## src/rtl/period_generator_if.sv

```systemverilog
// Load port of the period generator: requested period, high time and burst
// length with a valid/ready handshake into the shadow register.
interface period_generator_if #(
   parameter int WIDTH   = 16,
   parameter int BURST_W = 8
);
   logic [WIDTH-1:0]   period_in;
   logic [WIDTH-1:0]   high_in;
   logic [BURST_W-1:0] burst_in;
   logic               load_valid;
   logic               load_ready;

   modport master (output period_in, high_in, burst_in, load_valid, input load_ready);
   modport slave  (input period_in, high_in, burst_in, load_valid, output load_ready);
endinterface

```

## src/rtl/period_generator.sv

```systemverilog
// Programmable square-wave source on the 1 ms tick grid: period P ticks, high
// time H ticks, optional burst length; new settings take effect on period boundaries.
module period_generator #(
   parameter int WIDTH   = 16,
   parameter int BURST_W = 8
) (
   input  logic              clk,
   input  logic              rst,
   input  logic              ce1ms,
   input  logic              en,
   period_generator_if.slave load,
   output logic              sig,
   output logic              period_start,
   output logic              done,
   output logic              running
);
   localparam logic [0:0] IDLE = 1'b0;
   localparam logic [0:0] RUN  = 1'b1;

   logic [0:0]         state;
   logic [WIDTH-1:0]   cnt;
   logic [WIDTH-1:0]   p_act, h_act, p_sh, h_sh;
   logic [WIDTH-1:0]   p_new, h_new, h_eff;
   logic [BURST_W-1:0] b_act, b_sh, b_eff, left;
   logic               pending;
   logic               boundary, stop, apply;

   // NOTE: every signal written here gets a value on every path, so no latch is inferred.
   always_comb begin
      p_new    = (p_sh == '0) ? WIDTH'(1) : p_sh;
      h_new    = (h_sh > p_new) ? p_new : h_sh;
      boundary = (state == RUN) && (cnt == p_act - WIDTH'(1));
      stop     = boundary && (!en || (left == BURST_W'(1)));
      // In IDLE the shadow is taken on the next edge; in RUN only at a continuing boundary.
      apply    = pending && ((state == IDLE) || (ce1ms && boundary && !stop));
      h_eff    = apply ? h_new : h_act;
      b_eff    = apply ? b_sh : b_act;
   end

   assign load.load_ready = !pending;
   assign running         = (state == RUN);

   // NOTE: sequential state uses non-blocking assignments so all registers update together.
   always_ff @(posedge clk) begin
      if (rst) begin
         state        <= IDLE;
         cnt          <= '0;
         p_act        <= WIDTH'(1);
         h_act        <= '0;
         b_act        <= '0;
         p_sh         <= '0;
         h_sh         <= '0;
         b_sh         <= '0;
         pending      <= 1'b0;
         left         <= '0;
         sig          <= 1'b0;
         period_start <= 1'b0;
         done         <= 1'b0;
      end else begin
         period_start <= 1'b0;
         done         <= 1'b0;

         if (load.load_valid && load.load_ready) begin
            p_sh    <= load.period_in;
            h_sh    <= load.high_in;
            b_sh    <= load.burst_in;
            pending <= 1'b1;
         end else if (apply) begin
            pending <= 1'b0;
         end

         if (apply) begin
            p_act <= p_new;
            h_act <= h_new;
            b_act <= b_sh;
         end

         if (ce1ms) begin
            case (state)
               IDLE: begin
                  if (en) begin
                     state        <= RUN;
                     cnt          <= '0;
                     sig          <= (h_eff != '0);
                     period_start <= 1'b1;
                     left         <= b_eff;
                  end else begin
                     sig <= 1'b0;
                  end
               end
               default: begin
                  if (!boundary) begin
                     cnt <= cnt + WIDTH'(1);
                     sig <= ((cnt + WIDTH'(1)) < h_act);
                  end else if (stop) begin
                     state <= IDLE;
                     cnt   <= '0;
                     sig   <= 1'b0;
                     done  <= 1'b1;
                  end else begin
                     cnt          <= '0;
                     sig          <= (h_eff != '0);
                     period_start <= 1'b1;
                     if (left != '0) left <= left - BURST_W'(1);
                  end
               end
            endcase
         end
      end
   end
endmodule

```

## src/flat_wrapper.sv

```systemverilog
// flat-port wrapper written by rule: the top's interface ports become plain ports
module period_generator_flat 
#(
   parameter int WIDTH   = 16,
   parameter int BURST_W = 8
)
  (clk, rst, ce1ms, en, sig, period_start, done, running, load_period_in, load_high_in, load_burst_in, load_load_valid, load_load_ready);
  period_generator_if #(.WIDTH(WIDTH), .BURST_W(BURST_W)) load_i ();
  input  logic clk;
  input  logic rst;
  input  logic ce1ms;
  input  logic en;
  output logic sig;
  output logic period_start;
  output logic done;
  output logic running;
  input wire logic [$bits(load_i.period_in)-1:0] load_period_in;
  input wire logic [$bits(load_i.high_in)-1:0] load_high_in;
  input wire logic [$bits(load_i.burst_in)-1:0] load_burst_in;
  input wire logic [$bits(load_i.load_valid)-1:0] load_load_valid;
  output wire logic [$bits(load_i.load_ready)-1:0] load_load_ready;
  assign load_i.period_in = load_period_in;
  assign load_i.high_in = load_high_in;
  assign load_i.burst_in = load_burst_in;
  assign load_i.load_valid = load_load_valid;
  assign load_load_ready = load_i.load_ready;
  period_generator #(.WIDTH(WIDTH), .BURST_W(BURST_W)) u_core (.clk(clk), .rst(rst), .ce1ms(ce1ms), .en(en), .load(load_i), .sig(sig), .period_start(period_start), .done(done), .running(running));
endmodule
```

## config.mk

```make
export PLATFORM = sky130hd
export DESIGN_NAME = period_generator_flat
export DESIGN_NICKNAME = d
export VERILOG_FILES = /design/src/rtl/period_generator_if.sv /design/src/rtl/period_generator.sv /design/src/flat_wrapper.sv
export SDC_FILE = /design/constraint.sdc
export NUM_CORES = 1
export LEC_CHECK = 0
export BUFFER_PORTS_ARGS = -buffer_cell sky130_fd_sc_hd__buf_2
export CAP_MARGIN = 0
export CORE_MARGIN = 10
export CORE_UTILIZATION = 40
export DETAILED_ROUTE_END_ITERATION = 8
export PLACE_DENSITY = 0.6
export SYNTH_ARGS = -nofsm -noshare
export SYNTH_HDL_FRONTEND = slang
export SYNTH_SLANG_ARGS = --single-unit
```

## constraint.sdc

```tcl
create_clock -name clk -period 3.2 [get_ports clk]
set_input_delay 0 -clock clk [delete_from_list [all_inputs] [get_ports clk]]
set_output_delay 0 -clock clk [all_outputs]
set_load 0.05 [all_outputs]
```

* Word-level counts from Yosys, hierarchy flattened *
Cells that the tools add are included.

word-level totals
  register bits = 109
  logic and storage cells = 71
  output and inout bits = 5
  bits of input ports = 45

operators by class
  order comparisons = 2
  equality and inequality tests = 5
  reductions and logical operators = 20
  mux-type cells = 25
  add/sub/neg operators = 3
  bitwise operators = 3

operator list
  cell                     number
  $mux W16                 6
  $mux W8                  6
  $add A16 B1 Y16 const B  1
  $eq A16 B16 Y1           1
  $gt A16 B16 Y1           1
  $logic_not A16 Y1        1
  $lt A16 B16 Y1           1
  $reduce_bool A16 Y1      1
  $sub A16 B1 Y16 const B  1
  $mux W1                  13
  $eq A8 B1 Y1 const B     1
  $reduce_bool A8 Y1       1
  $sub A8 B1 Y8 const B    1
  $logic_and A1 B1 Y1      6
  $ne A2 B2 Y1 const B     3
  $reduce_and A5 Y1        1
  $reduce_bool A2 Y1       2
  $reduce_or A4 Y1         1
  $logic_not A1 Y1         3
  $not A1 Y1               3
  $logic_or A1 B1 Y1       2
  $reduce_and A2 Y1        1
  $reduce_or A2 Y1         1

* Depth between registers and ports, before layout *
  depth after elaboration = 13
  mapped depth = 13
  mapped depth without buffers = 12

* Worst setup path before layout *
Ideal clock, no wire load.

  kind = register to register
  from = register u_core.p_act[0]
  to = register u_core.h_act[0]
  data arrival time = 2.845 ns
  library setup time = 0.131 ns
  path buffers = 2
  clock period less this slack = 2.976 ns
  required time = 3.069 ns
  cell stages (with the launch flop) = 13
  slack = 0.224 ns
  path through = dfxtp_1 -> inv_1 -> ha_1 -> nor3b_1 -> buf_2 -> nand4_1 -> and4b_1 -> or3_1 -> nor4_4 -> a31oi_4 -> buf_2 -> o211ai_1 -> o41ai_1

on the way
  word-level cells in the longest chain between the ends = 9
  elaborated cells on any way between the ends = 10
  those cells by class = add/sub (1); eq/ne (1); mux (1); reduce/logical (7)

ends and longest elaborated chain
  what                      RTL line                source
  start: declaration        period_generator.sv:22  logic [WIDTH-1:0] p_act, h_act, p_sh, h_sh;
  start signal: assignment  period_generator.sv:73  p_act <= p_new;
  $sub A16 B1 Y16 (*)       period_generator.sv:32  boundary = (state == RUN) && (cnt == p_act - WIDTH'(1));
  $eq A16 B16 Y1 (*)        period_generator.sv:32
  $logic_and A1 B1 Y1 (*)   period_generator.sv:32
  $logic_and A1 B1 Y1       period_generator.sv:33  stop = boundary && (!en || (left == BURST_W'(1)));
  $logic_not A1 Y1          period_generator.sv:35  apply = pending && ((state == IDLE) || (ce1ms && boundary && !stop));
  $logic_and A1 B1 Y1 (*)   period_generator.sv:35
  $logic_or A1 B1 Y1 (*)    period_generator.sv:35
  $logic_and A1 B1 Y1 (*)   period_generator.sv:35
  $mux W16 (*)              n/a
  end signal: assignment    period_generator.sv:74  h_act <= h_new;
  end: declaration          period_generator.sv:22

Mark *: on every way between the ends. The rest lies on a longest branch, timed or not.
A chain may end at the register's enable or synchronous reset.

* Final worst setup path *
  from = register u_core.p_act[0]
  to = register u_core.b_act[7]

on the way
  word-level cells in the longest chain between the ends = 9
  elaborated cells on any way between the ends = 10
  those cells by class = add/sub (1); eq/ne (1); mux (1); reduce/logical (7)

ends and longest elaborated chain
  what                     RTL line                source
  $sub A16 B1 Y16 (*)      period_generator.sv:32
  $eq A16 B16 Y1 (*)       period_generator.sv:32
  $logic_and A1 B1 Y1 (*)  period_generator.sv:32
  $logic_and A1 B1 Y1      period_generator.sv:33
  $logic_not A1 Y1         period_generator.sv:35
  $logic_and A1 B1 Y1 (*)  period_generator.sv:35
  $logic_or A1 B1 Y1 (*)   period_generator.sv:35
  $logic_and A1 B1 Y1 (*)  period_generator.sv:35
  $mux W8 (*)              n/a
  end signal: assignment   period_generator.sv:75  b_act <= b_sh;
  end: declaration         period_generator.sv:24  logic [BURST_W-1:0] b_act, b_sh, b_eff, left;

Marks and branches as above.

==> qor.yml <==
synthArstFlopShare_pct: 0
antenna_found_initial: 0
die_x_um: 146
htree_levels: 3
design_area_sq_um: 7720
hp-class: "in -> reg"
coreArea_sq_um: 15800
grt_pass1_wl_um: 29600
report.final.slew_viol_count: 0
initial_core_util_pct: 40.4
area_delta_synth_final_pct: 21.1
ff2ff_path_depth: 13
p_leak_nw: 3.08
drtIter0Drc: 366
clock_path_buffers: 2
hold_viol: 0
whs_path_depth: 3
synth_seq_cells: 109
tightestPinTransition_ns: 0.639
grtUsageMet1_pct: 21.5
slowest_delay_ns: 0.39
ios: 50
ys_warn_count: 0
fp-row-count: 46
cp_top_family: "simple AND/OR/NAND/NOR gates"
fin_skew_ns: 0.0144
max_freq_mhz: 328
clk-insertion-delay-late_ns: 0.36
start_kind: "register"
synth_area_per_cell_sq_um: 8.08
syn_nets: 869
pre_cts_ws_ns: 0.0701
synth-edff-count: 0
ys.flop_type: "dfxtp_1"
multi_input_area_sq_um: 3830
io_buffers: 49
whs_ns: 0.145
seq_area_frac_synth_pct: 34.2
setup_violations: 0
crit_path_frequent_cell: "buf_4"
netlist_area_sq_um: 6370
place_area_sq_um: 6940
grt_util_all_layers_pct: 16.4
fin_ws_ns: 0.154
crit_type: "reg -> reg"
seq_area_sq_um: 2190
root_buffer: "clkbuf_16"
critPathMaxFanout: 14
synthTopCellsByArea: "dfxtp_1 34%, a21oi_1 7.9%, ha_1 6.9%, nand2_1 5.8%, mux2i_1 3.5%"
cts_made_buffers: 9
power.density_nw_per_um2: 457
synthCells: 789
cp_num_buf_inv: 4
finalCritPeriodShare_pct: 95.2
synth_top_area_share_pct: 34.2
die_height_um: 146
routed_via_density: 5.43
netlist_top_cells_count: "109 x dfxtp_1, 101 x a21oi_1, 98 x nand2_1"
outcome: "completed"
p_total_mw: 3.52
firstDrtPassIters: 5
grt_pass1_vias: 5775
num_antenna_cells: 0
dp_hpwl_um: 12600
fillers: 1550
required_ns: 3.41
drive_gt1_share_pct: 15.9
maxCapViolCount: 0
grt_max_degree: 64
gp_congestion: 0.931
cp_cell_sequence: "inv_1, ha_1, nor3b_1, buf_4, a31o_2, and4b_1, or3_1, nor4_4, buf_12, a31oi_4, buf_4, o21ai_0, a21oi_1"
dieArea_sq_um: 21400
crit_slowest_cell: "or3_1"
cp.depth: 13
yosys.area.top_type: "dfxtp_1"
crit_arrival_ns: 3.26
clock-sinks: 109
met2_usage_pct: 27.3
cp-end-kind: "register"
final_nets: 951
use_met3_pct: 2.56
cts_tree: "built"
ant_nets: 0
tns_ns: 0
routed_wirelength_um: 17500
finalCriticalPeriod_ns: 3.05
gr-total-overflow: 0
drt-wirelength-per-cell_um: 16.0
peakVddDrop_v: 0.000364
grt_busiest_layer: "met2"
drc: 0
num_vias: 5926
clk_pin_slew_ns: 0.08
slew_headroom_pct: 57.4
synth.distinct_cells: 67
synth_most_common_cell: "dfxtp_1"
[registers in the layout, summed over array words and instances, names as in the netlist]
register             count
u_core.period_start      1
u_core.sig               1
u_core.pending           1
u_core.h_act            16
u_core.left              8
u_core.b_sh              8
u_core.b_act             8
u_core.p_sh             16
u_core.cnt              16
u_core.running           1
u_core.h_sh             16
u_core.done              1
u_core.p_act            16
[final cells by class]
| class | count | share of cell area (%) |
|---|---|---|
| timing repair buffer | 127 | 12.7 |
| sequential | 109 | 28.3 |
| clock buffer | 13 | 3.50 |
| tap | 216 | 3.50 |
| multi-input combinational | 582 | 49.6 |
| clock inverter | 3 | 0.340 |
| inverter | 42 | 2.04 |
[logic make-up (layout without fill, tap and decap cells)]
family	after synthesis	count (layout)	synth area share [%]
AND/OR/NAND/NOR	262	262	20.5
adder cells (fa/ha/maj)	35	35	6.87
flip-flops	109	109	34.2
AO/OA/AOI/OAI	227	227	23.8
XOR/XNOR	35	35	4.81
multiplexers	23	23	3.63
buffers and inverters	98	185	6.16
[final timing paths]
path,from,end,slack (ns)
worst max-delay path,u_core.p_act[0],u_core.b_act[7],0.15
worst min-delay path,en,u_core.period_start,0.15
worst min register to register,u_core.b_act[1],u_core.b_act[1],0.48
worst max register to register,u_core.p_act[0],u_core.b_act[7],0.15
[report_power, final]
group / switching, mW / internal, mW
Sequential: 0.0854 / 1.43
Clock: 0.514 / 0.598
Combinational: 0.501 / 0.397
[worst register-to-register path, stage by stage, from the launching register on]
cell and delay [ns]:
dfxtp_2 0.37, inv_1 0.05, ha_1 0.21, nor3b_1 0.14, buf_4 0.18, a31o_2 0.24, and4b_1 0.20, or3_1 0.39
nor4_4 0.31, buf_12 0.19, a31oi_4 0.16, buf_4 0.21, o21ai_0 0.15, a21oi_1 0.09
[routing by layer]
| metal | up-vias | part of all wire (%) | wire [um] |
|---|---|---|---|
| met5 | - | 0 | 0 |
| met4 | 0 | 1.3 | 231 |
| met3 | 16 | 2.8 | 486 |
| met2 | 91 | 48 | 8380 |
| met1 | 2808 | 48 | 8390 |
| li1 | 3011 | - | - |
[timing repair]
item,in CTS,in global routing
endpoints found under the setup margin,0,53
hold buffers,41,0
endpoints found under the hold margin,41,0
resized for setup,0,12
buffers inserted,0,3
[cells in the final DEF (no fill, tap or decap), types with 9 or more instances in the layout]
master / count
ha_1: 34
nand2_1: 98
xor2_1: 14
nand4_1: 13
a21oi_1: 101
a211oi_2: 15
buf_2: 48
nor3_1: 19
nor2_1: 32
xnor2_1: 20
dlygate4sd3_1: 41
dfxtp_1: 105
clkbuf_16: 10
a21o_1: 9
mux2i_1: 22
buf_4: 34
o21ai_0: 28
nor4_1: 18
inv_1: 42
nand3_1: 38
and3_1: 12
[stage by stage]
stage	cells	util, %
detailed placement	1031	44.0
global placement	1031	44.0
floorplan	789	-
global route	1092	49.0
finish	1092	49.0
CTS	1088	48.5
No activity file was read; power rests on OpenSTA's default activity.
